File: src/rtl/uart_pkg.sv
// Shared types and constants for the UART receive path.
package uart_pkg;

    // Receiver frame-tracking states.
    typedef enum logic [2:0] {
        ST_IDLE,
        ST_START,
        ST_DATA,
        ST_PARITY,
        ST_STOP
    } uart_rx_state_e;

    // Oversampling ratio of the rxd_ena strobe relative to the bit rate.
    localparam int OSR   = 16;
    localparam int SMP_W = $clog2(OSR);

    // Sample points within one bit: the three centre samples vote, the
    // decision lands on the last of them, and the bit ends on SMP_LAST.
    localparam logic [SMP_W-1:0] SMP_MID_LO = SMP_W'(7);
    localparam logic [SMP_W-1:0] SMP_MID    = SMP_W'(8);
    localparam logic [SMP_W-1:0] SMP_MID_HI = SMP_W'(9);
    localparam logic [SMP_W-1:0] SMP_LAST   = SMP_W'(15);

    // 2-of-3 vote used for every bit decision.
    function automatic logic majority3(input logic a, input logic b, input logic c);
        return (a & b) | (a & c) | (b & c);
    endfunction

endpackage

File: src/rtl/uart_rx_sync.sv
// Multi-flop synchroniser for an asynchronous single-bit input. The reset
// value is a parameter so an idle-high line does not look like an edge when
// reset is released.
module uart_rx_sync #(
    parameter int   STAGES  = 2,
    parameter logic RST_VAL = 1'b1
) (
    input  logic clki,
    input  logic rst_n,
    input  logic d,
    output logic q
);

    logic [STAGES-1:0] sync_reg;

    // Shift the asynchronous input through the flop chain every clock.
    always_ff @(posedge clki) begin
        if (!rst_n) begin
            sync_reg <= {STAGES{RST_VAL}};
        end else begin
            sync_reg <= {sync_reg[STAGES-2:0], d};
        end
    end

    assign q = sync_reg[STAGES-1];

endmodule

File: src/rtl/uart_rx.sv
// UART receiver: 16x oversampled, majority-voted bit decisions, optional
// parity, one stop bit, and a valid/ready output holding one frame with
// overrun reporting when a completed frame cannot be stored.
module uart_rx
    import uart_pkg::*;
#(
    parameter int DATA_BITS  = 8,
    parameter int PARITY_EN  = 0,
    parameter int PARITY_ODD = 0
) (
    input  logic                 clki,
    input  logic                 rst_n,
    input  logic                 rxd_ena,
    input  logic                 rxd,
    output logic [DATA_BITS-1:0] rx_data,
    output logic                 rx_valid,
    input  logic                 rx_ready,
    output logic                 frame_err,
    output logic                 parity_err,
    output logic                 overrun
);

    // Bit counter covers up to 8 data bits (index 0..7).
    localparam int                   BIT_CNT_W = 3;
    localparam logic [BIT_CNT_W-1:0] LAST_BIT  = BIT_CNT_W'(DATA_BITS - 1);
    localparam logic                 PAR_EN    = (PARITY_EN != 0);
    localparam logic                 PAR_ODD   = (PARITY_ODD != 0);

    logic rxs;

    uart_rx_sync #(
        .STAGES  (2),
        .RST_VAL (1'b1)
    ) u_sync (
        .clki  (clki),
        .rst_n (rst_n),
        .d     (rxd),
        .q     (rxs)
    );

    uart_rx_state_e        state_reg;
    logic [SMP_W-1:0]      smp_cnt_reg;
    logic [BIT_CNT_W-1:0]  bit_cnt_reg;
    logic                  last_rxs_reg;
    logic                  smp_lo_reg;
    logic                  smp_mid_reg;
    logic [DATA_BITS-1:0]  shreg_reg;
    logic                  par_bad_reg;

    logic [DATA_BITS-1:0]  rx_data_reg;
    logic                  rx_valid_reg;
    logic                  frame_err_reg;
    logic                  parity_err_reg;
    logic                  overrun_reg;

    logic bit_maj;
    logic at_decision;
    logic at_last;
    logic commit;

    // The vote combines the two stored centre samples with the live third one,
    // so the decision is available on the SMP_MID_HI strobe itself.
    assign bit_maj     = majority3(smp_lo_reg, smp_mid_reg, rxs);
    assign at_decision = (smp_cnt_reg == SMP_MID_HI);
    assign at_last     = (smp_cnt_reg == SMP_LAST);
    assign commit      = rxd_ena && (state_reg == ST_STOP) && at_decision;

    // Frame FSM: tracks bit position and deserialises, advancing only on strobes.
    always_ff @(posedge clki) begin
        if (!rst_n) begin
            state_reg    <= ST_IDLE;
            smp_cnt_reg  <= '0;
            bit_cnt_reg  <= '0;
            last_rxs_reg <= 1'b1;
            smp_lo_reg   <= 1'b1;
            smp_mid_reg  <= 1'b1;
            shreg_reg    <= '0;
            par_bad_reg  <= 1'b0;
        end else if (rxd_ena) begin
            last_rxs_reg <= rxs;
            smp_cnt_reg  <= smp_cnt_reg + 1'b1;
            if (smp_cnt_reg == SMP_MID_LO) begin
                smp_lo_reg <= rxs;
            end
            if (smp_cnt_reg == SMP_MID) begin
                smp_mid_reg <= rxs;
            end

            case (state_reg)
                ST_IDLE: begin
                    // Only a high-to-low transition starts a frame, so a line
                    // held low (break) cannot retrigger reception.
                    if (!rxs && last_rxs_reg) begin
                        state_reg   <= ST_START;
                        smp_cnt_reg <= SMP_W'(1);
                        par_bad_reg <= 1'b0;
                    end else begin
                        smp_cnt_reg <= '0;
                    end
                end

                ST_START: begin
                    if (at_decision && bit_maj) begin
                        // Glitch shorter than half a bit: not a real start.
                        state_reg   <= ST_IDLE;
                        smp_cnt_reg <= '0;
                    end else if (at_last) begin
                        state_reg   <= ST_DATA;
                        bit_cnt_reg <= '0;
                    end
                end

                ST_DATA: begin
                    if (at_decision) begin
                        shreg_reg[bit_cnt_reg] <= bit_maj;
                    end
                    if (at_last) begin
                        if (bit_cnt_reg == LAST_BIT) begin
                            state_reg <= PAR_EN ? ST_PARITY : ST_STOP;
                        end else begin
                            bit_cnt_reg <= bit_cnt_reg + 1'b1;
                        end
                    end
                end

                ST_PARITY: begin
                    if (at_decision) begin
                        par_bad_reg <= (^shreg_reg) ^ bit_maj ^ PAR_ODD;
                    end
                    if (at_last) begin
                        state_reg <= ST_STOP;
                    end
                end

                ST_STOP: begin
                    // Leave mid-stop-bit so the next start edge has half a
                    // bit of slack against clock mismatch.
                    if (at_decision) begin
                        state_reg   <= ST_IDLE;
                        smp_cnt_reg <= '0;
                    end
                end

                default: begin
                    state_reg   <= ST_IDLE;
                    smp_cnt_reg <= '0;
                end
            endcase
        end
    end

    // Output holding register: commit a frame, drop it on overrun, or clear on accept.
    always_ff @(posedge clki) begin
        if (!rst_n) begin
            rx_data_reg    <= '0;
            rx_valid_reg   <= 1'b0;
            frame_err_reg  <= 1'b0;
            parity_err_reg <= 1'b0;
            overrun_reg    <= 1'b0;
        end else begin
            overrun_reg <= 1'b0;
            if (commit) begin
                if (rx_valid_reg && !rx_ready) begin
                    // Held frame not yet taken: keep it, lose the new one.
                    overrun_reg <= 1'b1;
                end else begin
                    // Covers the same-cycle accept case too: valid stays set.
                    rx_data_reg    <= shreg_reg;
                    frame_err_reg  <= ~bit_maj;
                    parity_err_reg <= par_bad_reg;
                    rx_valid_reg   <= 1'b1;
                end
            end else if (rx_valid_reg && rx_ready) begin
                rx_valid_reg <= 1'b0;
            end
        end
    end

    assign rx_data    = rx_data_reg;
    assign rx_valid   = rx_valid_reg;
    assign frame_err  = frame_err_reg;
    assign parity_err = parity_err_reg;
    assign overrun    = overrun_reg;

endmodule

File: config.mk
export PLATFORM = sky130hd
export DESIGN_NAME = uart_rx
export DESIGN_NICKNAME = d
export VERILOG_FILES = /design/src/rtl/uart_pkg.sv /design/src/rtl/uart_rx_sync.sv /design/src/rtl/uart_rx.sv
export SDC_FILE = /design/constraint.sdc
export NUM_CORES = 1
export LEC_CHECK = 0
export ABC_CLOCK_PERIOD_IN_PS = 2900
export CORE_ASPECT_RATIO = 1.1
export CORE_MARGIN = 4
export CORE_UTILIZATION = 42
export CTS_CLUSTER_DIAMETER = 150
export DETAILED_ROUTE_END_ITERATION = 10
export MAX_ROUTING_LAYER = met4
export PLACE_DENSITY_LB_ADDON = 0.15
export RECOVER_POWER = 50
export SYNTH_ARGS = -nofsm -noshare
export SYNTH_HDL_FRONTEND = slang
export SYNTH_HIERARCHICAL = 1
export SYNTH_SLANG_ARGS = --single-unit
File: constraint.sdc
create_clock -name clki -period 2.9 [get_ports clki]
set_input_delay 0.58 -clock clki [delete_from_list [all_inputs] [get_ports clki]]
set_output_delay 0.58 -clock clki [all_outputs]
set_load 0.01 [all_outputs]
==> reports/qor.json, run 1 <==
{
  "setup_path": {
    "critical_path_required_ps": 3110,
    "data_arrival_time_of_the_critical_path_ps": 2530,
    "critical-path-max-stage-delay_ps": 550,
    "endpoint_kind": "register",
    "setup.reg_to_reg.worst_slack_ps": 880,
    "critical_path.startpoint_type": "input port",
    "slowest_stage": "dlygate4sd3_1",
    "timing_worst_setup_path_type": "input port to register",
    "critical_path.max_fanout": 12,
    "crit_path_cell_trace": "dlygate4sd3_1 > clkbuf_1 > nor2b_1 > o211ai_1 > or2_2 > a21boi_0"
  },
  "cells_and_area": {
    "fin_area_um2": 2140,
    "multi_input_gate_area_um2": 1050,
    "fillCellCount": 415,
    "areaGrowthSynthToFinish_pct": 15.6,
    "layout.area.seq_um2": 721,
    "nets": 221,
    "share_of_cells_above_drive_strength_1": 0.0613,
    "insertedDiodeCount": 0
  },
  "die": {
    "dieWidth_um": 71.3,
    "design.portCount": 17,
    "die_area_um2": 5530,
    "coreArea_um2": 4290,
    "die_y_um": 77.6,
    "initial_standard_cell_utilization_of_the_core": 0.432,
    "rows": 25
  },
  "clocking": {
    "clk_pin_slew_worst_paths_ps": 70,
    "clock_sinks": 36,
    "tritoncts": "built",
    "post-cts-setup-buffer-count": 0,
    "cts_made_buffers": 5,
    "clockBufferDepth": 2,
    "hold_buffer_count_at_cts": 0,
    "htree_levels": 2,
    "buffer_type_at_the_clock_tree_root": "clkbuf_8",
    "insertion_delay_ps": 290,
    "post_cts_resize_count": 0
  },
  "logic_synthesis": {
    "synth_compound_gate_area_share": 0.105,
    "yosys.cell_types.count": 46,
    "synth_flop_cell": "dfxtp_1",
    "seq_area_frac_synth": 0.390,
    "synth_cells": 198,
    "synthDominantCellAreaShare": 0.390,
    "synth.yosys.warnings": 6,
    "synth_top_area_cell": "dfxtp_1",
    "synth-seq-cells": 36,
    "synth_xor_area_frac": 0.0406,
    "synthesis.area_um2": 1850,
    "post_synth_main_area_contributors": "dfxtp_1, mux2i_1, nor2b_1",
    "syn-num-nets": 208,
    "synthArstFlopShare": 0,
    "main_combinational_cell_family_by_area_after_synthesis": "simple AND/OR/NAND/NOR gates",
    "synth_simple_gate_area_share": 0.277,
    "synth.avg_cell_area_um2": 9.34,
    "synth_enable_flop_cells": 0,
    "synth.mux.area_fraction": 0.108,
    "yosys.area_share.adder": 0.0392
  },
  "global_route": {
    "antenna_found_initial": 0,
    "grt_pass1_wl_um": 6610,
    "grt_start_max_net_pins": 24,
    "first_global_vias": 1440,
    "globalRoute.totalOverflow": 0,
    "grt.total_usage": 0.153
  },
  "placed_design": {
    "place_worst_setup_slack_ps": 511,
    "dp_hpwl_um": 2790,
    "numPortBuffers": 16,
    "routabilityCongestion": 0.831,
    "place_area_um2": 2040
  },
  "detailed_routing": {
    "num_vias": 1386,
    "drt_wl_total_um": 3740,
    "drt_iter0_drc": 103,
    "routed_via_density": 5.21,
    "detail_route.drc_violations": 0,
    "detail_route.wl_per_cell_um": 14.1,
    "detailedRoute.firstPassIterationCount": 4,
    "detail-route-antenna-nets": 0
  },
  "timing": {
    "timing.slew.headroom": 0.531,
    "grt_setup_unrepaired": "false",
    "final_critical_path_setup_slack_ps": 574,
    "finalHoldViolations": 0,
    "period_share": 0.802,
    "maxClockFrequency_ghz": 0.430,
    "drv_slew": 0,
    "fin_setup_tns_ps": 0,
    "timing_worst_slew_pin_value_ps": 703,
    "setup_viol": 0,
    "min_clock_period_post_route_ps": 2330,
    "skew_ps": 11.1
  },
  "run": {
    "total_of_max_cap_violations": 0
  },
  "power_and_ir_drop": {
    "net-switching-power_w": 0.000229,
    "clock_power_share": 0.434,
    "power_density_over_the_cells_nw_per_um2": 472,
    "p_int_w": 0.000781,
    "static-leakage-power_nw": 0.896,
    "pwr-share-comb": 0.061,
    "worst_ir_drop_vdd_mv": 0.265,
    "seqPwrFrac": 0.505,
    "power_switching_share": 0.227
  },
  "hold_path": {
    "min-delay-path-class": "register to register"
  },
  "outcome": {
    "result_of_the_run": "complete, no violations"
  }
}
logic make-up after synthesis:
kind of cell	Yosys count
and+or+nand+nor	85
DFF	36
AOI/OAI and AO/OA	27
muxes	20
buffers and inverters	17
xor gates and xnor gates	7
adders and majority gates	6
metrics by stage:
stage	hold WS [ps]	util	total power (W)	std cells
after floorplan	386	-	0.000566	198
after global placement	394	0.475	0.000582	258
after detailed placement	405	0.475	0.000585	258
after CTS	421	0.501	0.00102	266
after global routing	447	0.499	0.00105	266
final	417	0.499	0.00101	266
worst max-delay path, delay by kind of cell:
kind / cells / cell delay (ps)
compound gates: 2 / 400
buf+inv: 2 / 920
simple gates: 2 / 620
layout make-up:
type                            instances  share of cell area
Clock buffer                            5              0.0322
Clock inverter                          3              0.0199
Inverter                                5             0.00878
Multi-Input combinational cell        145               0.492
Sequential cell                        36               0.337
Tap cell                               54              0.0316
Timing Repair Buffer                   18              0.0784
cells in the mapped netlist (2+ instances only):
cell and count:
nand2_1 17, nand4_1 7, a21boi_0 8, mux2i_1 20
or3_1 2, nor2_1 2, or2_2 3, nand3_1 5
inv_1 5, nand4b_1 2, and3_1 2, o22ai_1 2
xnor2_1 6, nor3b_1 3, clkbuf_1 9, dfxtp_1 36
and2_1 2, o211ai_1 2, ha_1 5, nor4_1 2
o21ai_0 4, nor2b_1 24, buf_2 2, nand2b_1 5
and4b_1 2
routing by layer:
metal	up-vias	global-route usage	routed length, µm
li1	717	-	-
met1	643	0.166	1590
met2	17	0.267	1970
met3	9	0.0415	108
met4	0	0.0508	64
met5	-	-	0
power by group through the flow:
stage | Sequential [W] | Clock, W | Combinational (W)
after detailed placement | 0.000522 | 0 | 0.0000625
after floorplan | 0.000515 | 0 | 0.0000514
after global placement | 0.000522 | 0 | 0.0000606
after global routing | 0.000512 | 0.000465 | 0.0000685
final | 0.000511 | 0.000438 | 0.0000614
after CTS | 0.000511 | 0.000447 | 0.0000633
final timing paths:
path / start / to / cells past startpoint
worst max-delay path: rxd_ena / bit_cnt_reg[2]$_SDFFE_PN0P_ / 6
worst min-delay path: u_sync/sync_reg[0]$_SDFF_PN1_ / u_sync/sync_reg[1]$_SDFF_PN1_ / 1
worst max register to register: state_reg[2]$_SDFFE_PN0P_ / rx_data[6]$_SDFFE_PN0P_ / 4
worst min register to register: u_sync/sync_reg[0]$_SDFF_PN1_ / u_sync/sync_reg[1]$_SDFF_PN1_ / 1
cell usage in the layout (no fill, tap or decap), drive strengths merged, types with 2 or more instances in the layout:
master,n
dfxtp,36
nor2b,24
mux2i,20
nand2,17
dlygate4sd3,14
a21boi,8
nand4,7
clkbuf,7
xnor2,6
inv,5
nand3,5
nand2b,5
ha,5
o21ai,5
nor3b,4
or2,3
nand4b,2
nor4,2
nor2,2
and3,2
and2,2
o22ai,2
o211ai,2
and4b,2
or3,2
clkdlybuf4s50,2
or3b,2
Note: power is estimated with default switching activity, not from simulation.
==> run 2, diff against run 1 <==
Settings changed: ABC_CLOCK_PERIOD_IN_PS 2900 to 1900.
Clock period 2.9 ns to 1.9 ns, I/O delays scaled along.
==> run 2 against run 1 <==
Compared with the run above:
- flip-flop and latch count unchanged
- non-clock buffer count up 14
- final cell count grew 5.3%
- highest routed layer unchanged
- sequential share of layout area fell by 1.9 points
- clock skew down 4.3 ps
- final area rose by 6.0%
- register-to-register slack worse by 790 ps
- count of clock-buffer cells in the layout is the same
- routed wire length increased by 4.2%
- largest cell class unchanged
- total power rose by 55%
==> reports/qor.json, run 2 (synthesized netlist as in run 1, its figures left out) <==
{
  "outcome": {
    "result_of_the_run": "complete, no violations"
  },
  "timing": {
    "fin_setup_tns": {"value": 0, "unit": "ps", "change": "unchanged"},
    "grt_setup_unrepaired": "false",
    "finalHoldViolations": {"value": 0, "change": "unchanged"},
    "timing.slew.headroom": {"value": 0.571, "change": "+0.0394"},
    "skew": {"value": 6.79, "unit": "ps", "change": "-4.31 ps"},
    "period_share": 0.952,
    "fin_worst_hold_slack": {"value": 409, "unit": "ps", "change": "-7.97 ps"},
    "timing_worst_slew_pin_value": {"value": 644, "unit": "ps", "change": "-59.2 ps"},
    "setup_viol": {"value": 0, "change": "unchanged"},
    "min_clock_period_post_route_ps": 1810,
    "maxClockFrequency_ghz": 0.553,
    "drv_slew": {"value": 0, "change": "unchanged"}
  },
  "setup_path": {
    "critical_path.max_fanout": {"value": 9, "change": "-3"},
    "critical_path.startpoint_type": "register",
    "data_arrival_time_of_the_critical_path": {"value": 1990, "unit": "ps", "change": "-540 ps"},
    "endpoint_kind": "register",
    "critical_path_required": {"value": 2080, "unit": "ps", "change": "-1030 ps"},
    "timing_worst_setup_path_type": "register to register",
    "worstRegToRegCells": {"value": 7, "change": "+3"}
  },
  "power_and_ir_drop": {
    "p_int": {"value": 0.00121, "unit": "W", "change": "+54%"},
    "power_density_over_the_cells": {"value": 689, "unit": "nW/µm²", "change": "+46%"},
    "net-switching-power": {"value": 0.000355, "unit": "W", "change": "+55%"},
    "worst_ir_drop_vdd": {"value": 0.396, "unit": "mV", "change": "+49%"},
    "static-leakage-power": {"value": 0.972, "unit": "nW", "change": "+8.5%"},
    "seqPwrFrac": {"value": 0.492, "change": "-0.013"},
    "power_switching_share": {"value": 0.227, "change": "+0.000599"},
    "clock_power_share": {"value": 0.429, "change": "-0.005"},
    "pwr-share-comb": {"value": 0.079, "change": "+0.018"}
  },
  "die": {
    "design.portCount": {"value": 17, "change": "unchanged"},
    "die_y": {"value": 77.6, "unit": "µm", "change": "unchanged"},
    "rows": {"value": 25, "change": "unchanged"},
    "coreArea": {"value": 4290, "unit": "µm²", "change": "unchanged"},
    "initial_standard_cell_utilization_of_the_core": {"value": 0.432, "change": "unchanged"},
    "dieWidth": {"value": 71.3, "unit": "µm", "change": "unchanged"},
    "die_area": {"value": 5530, "unit": "µm²", "change": "unchanged"}
  },
  "clocking": {
    "clockBufferDepth": {"value": 2, "change": "unchanged"},
    "clk_pin_slew_worst_paths": {"value": 70, "unit": "ps", "change": "about the same"},
    "cts_made_buffers": {"value": 5, "change": "unchanged"},
    "htree_levels": {"value": 2, "change": "unchanged"},
    "clock_sinks": {"value": 36, "change": "unchanged"},
    "insertion_delay": {"value": 280, "unit": "ps", "change": "about the same"},
    "buffer_type_at_the_clock_tree_root": "clkbuf_8",
    "tritoncts": "built"
  },
  "cells_and_area": {
    "layout_commonest_cell": "dfxtp_1",
    "areaGrowthSynthToFinish_pct": 22.6,
    "layoutNonFillerInstCount": {"value": 280, "change": "+5.3%"},
    "share_of_cells_above_drive_strength_1": {"value": 0.150, "change": "+0.0891"},
    "nets": {"value": 235, "change": "+6.3%"},
    "insertedDiodeCount": {"value": 0, "change": "unchanged"},
    "layout_common_cells": "dfxtp_1, nor2b_1, mux2i_1",
    "fin_area": {"value": 2270, "unit": "µm²", "change": "+6.0%"}
  },
  "global_route": {
    "grt_start_max_net_pins": {"value": 40, "change": "+67%"},
    "grt.total_usage": {"value": 0.160, "change": "+0.00704"},
    "first_global_vias": {"value": 1541, "change": "+7.0%"},
    "grt_pass1_wl": {"value": 6870, "unit": "µm", "change": "+4.0%"},
    "antenna_found_initial": {"value": 0, "change": "unchanged"},
    "globalRoute.totalOverflow": {"value": 0, "change": "unchanged"}
  },
  "placed_design": {
    "dp_hpwl": {"value": 2870, "unit": "µm", "change": "+2.9%"},
    "place_area": {"value": 2140, "unit": "µm²", "change": "+5.0%"},
    "routabilityCongestion": {"value": 0.838, "change": "+0.89%"},
    "place.detailed.instances": {"value": 270, "change": "+4.7%"},
    "numPortBuffers": {"value": 16, "change": "unchanged"}
  },
  "detailed_routing": {
    "drt_iter0_drc": {"value": 65, "change": "-37%"},
    "detail_route.drc_violations": {"value": 0, "change": "unchanged"},
    "num_vias": {"value": 1462, "change": "+5.5%"},
    "routed_via_density": {"value": 5.22, "change": "+0.21%"},
    "detail_route.wl_per_cell": {"value": 13.9, "unit": "µm", "change": "-1.0%"},
    "drt_wl_total": {"value": 3900, "unit": "µm", "change": "+4.2%"},
    "detail-route-antenna-nets": {"value": 0, "change": "unchanged"},
    "detailedRoute.firstPassIterationCount": {"value": 4, "change": "unchanged"}
  },
  "run": {
    "total_of_max_cap_violations": {"value": 0, "change": "unchanged"}
  },
  "hold_path": {
    "hold-path-cell-count": {"value": 1, "change": "unchanged"},
    "min-delay-path-class": "register to register"
  }
}
-- run 2: cell types whose count changed in the layout (fill, tap and decap cells not counted), sizes merged --
cell / delta
buf: +15
clkdlybuf4s50: +1
clkbuf: -1
dlygate4sd3: -1
-- run 2: power by group through the flow --
stage / logic, W / clock network [W] / registers [W]
floorplan: 0.0000784 / 0 / 0.000786
global placement: 0.000122 / 0 / 0.000786
detailed placement: 0.000125 / 0 / 0.000787
CTS: 0.000126 / 0.000690 / 0.000769
global route: 0.000138 / 0.000717 / 0.000770
finish: 0.000123 / 0.000670 / 0.000769
-- run 2: repair_timing --
item | 4_1_cts | 5_1_grt
hold buffers | 0 | 0
setup endpoints to repair | 0 | 5
buffers inserted | 0 | 2
resized for setup | 0 | 6
-- run 2: metal layers --
metal  share of wire  global-route usage  vias up
li1                -                   -      745
met3           0.027              0.0389        8
met4           0.016              0.0508        0
met5               0                   -        -
met2            0.52               0.282       21
met1            0.44               0.175      688
-- run 2: final cells by class --
class,instances,area (µm²)
fill,387,2020
multi-input combinational,145,1070
sequential,36,721
timing repair buffer,32,278
clock buffer,5,68.8
tap,54,67.6
clock inverter,3,42.5
inverter,5,18.8
-- run 2: path summary, 6_finish.rpt --
| path | slack [ps] | endpoint | startpoint |
|---|---|---|---|
| setup / recovery | 90 | rx_data[3]$_SDFFE_PN0P_ | smp_cnt_reg[1]$_SDFFE_PN0P_ |
| hold / removal | 410 | u_sync/sync_reg[1]$_SDFF_PN1_ | u_sync/sync_reg[0]$_SDFF_PN1_ |
| setup reg to reg | 90 | rx_data[3]$_SDFFE_PN0P_ | smp_cnt_reg[1]$_SDFFE_PN0P_ |
| hold reg to reg | 410 | u_sync/sync_reg[1]$_SDFF_PN1_ | u_sync/sync_reg[0]$_SDFF_PN1_ |
-- run 2: through the flow --
| step | setup WS [ps] | util | power, W |
|---|---|---|---|
| after floorplan | 296 | - | 0.000865 |
| after global routing | 2.03 | 0.529 | 0.00163 |
| final | 91.6 | 0.529 | 0.00156 |
| after CTS | 23.1 | 0.525 | 0.00159 |
| after global placement | -118 | 0.499 | 0.000908 |
| after detailed placement | -200 | 0.499 | 0.000912 |
-- run 2: worst max-delay path: stages, from the launching register on --
cell and delay, ps:
dfxtp_1 340, inv_1 80, ha_1 180, nand4b_1 220, or3_1 410, buf_4 200, mux2i_2 190, nor2b_1 70
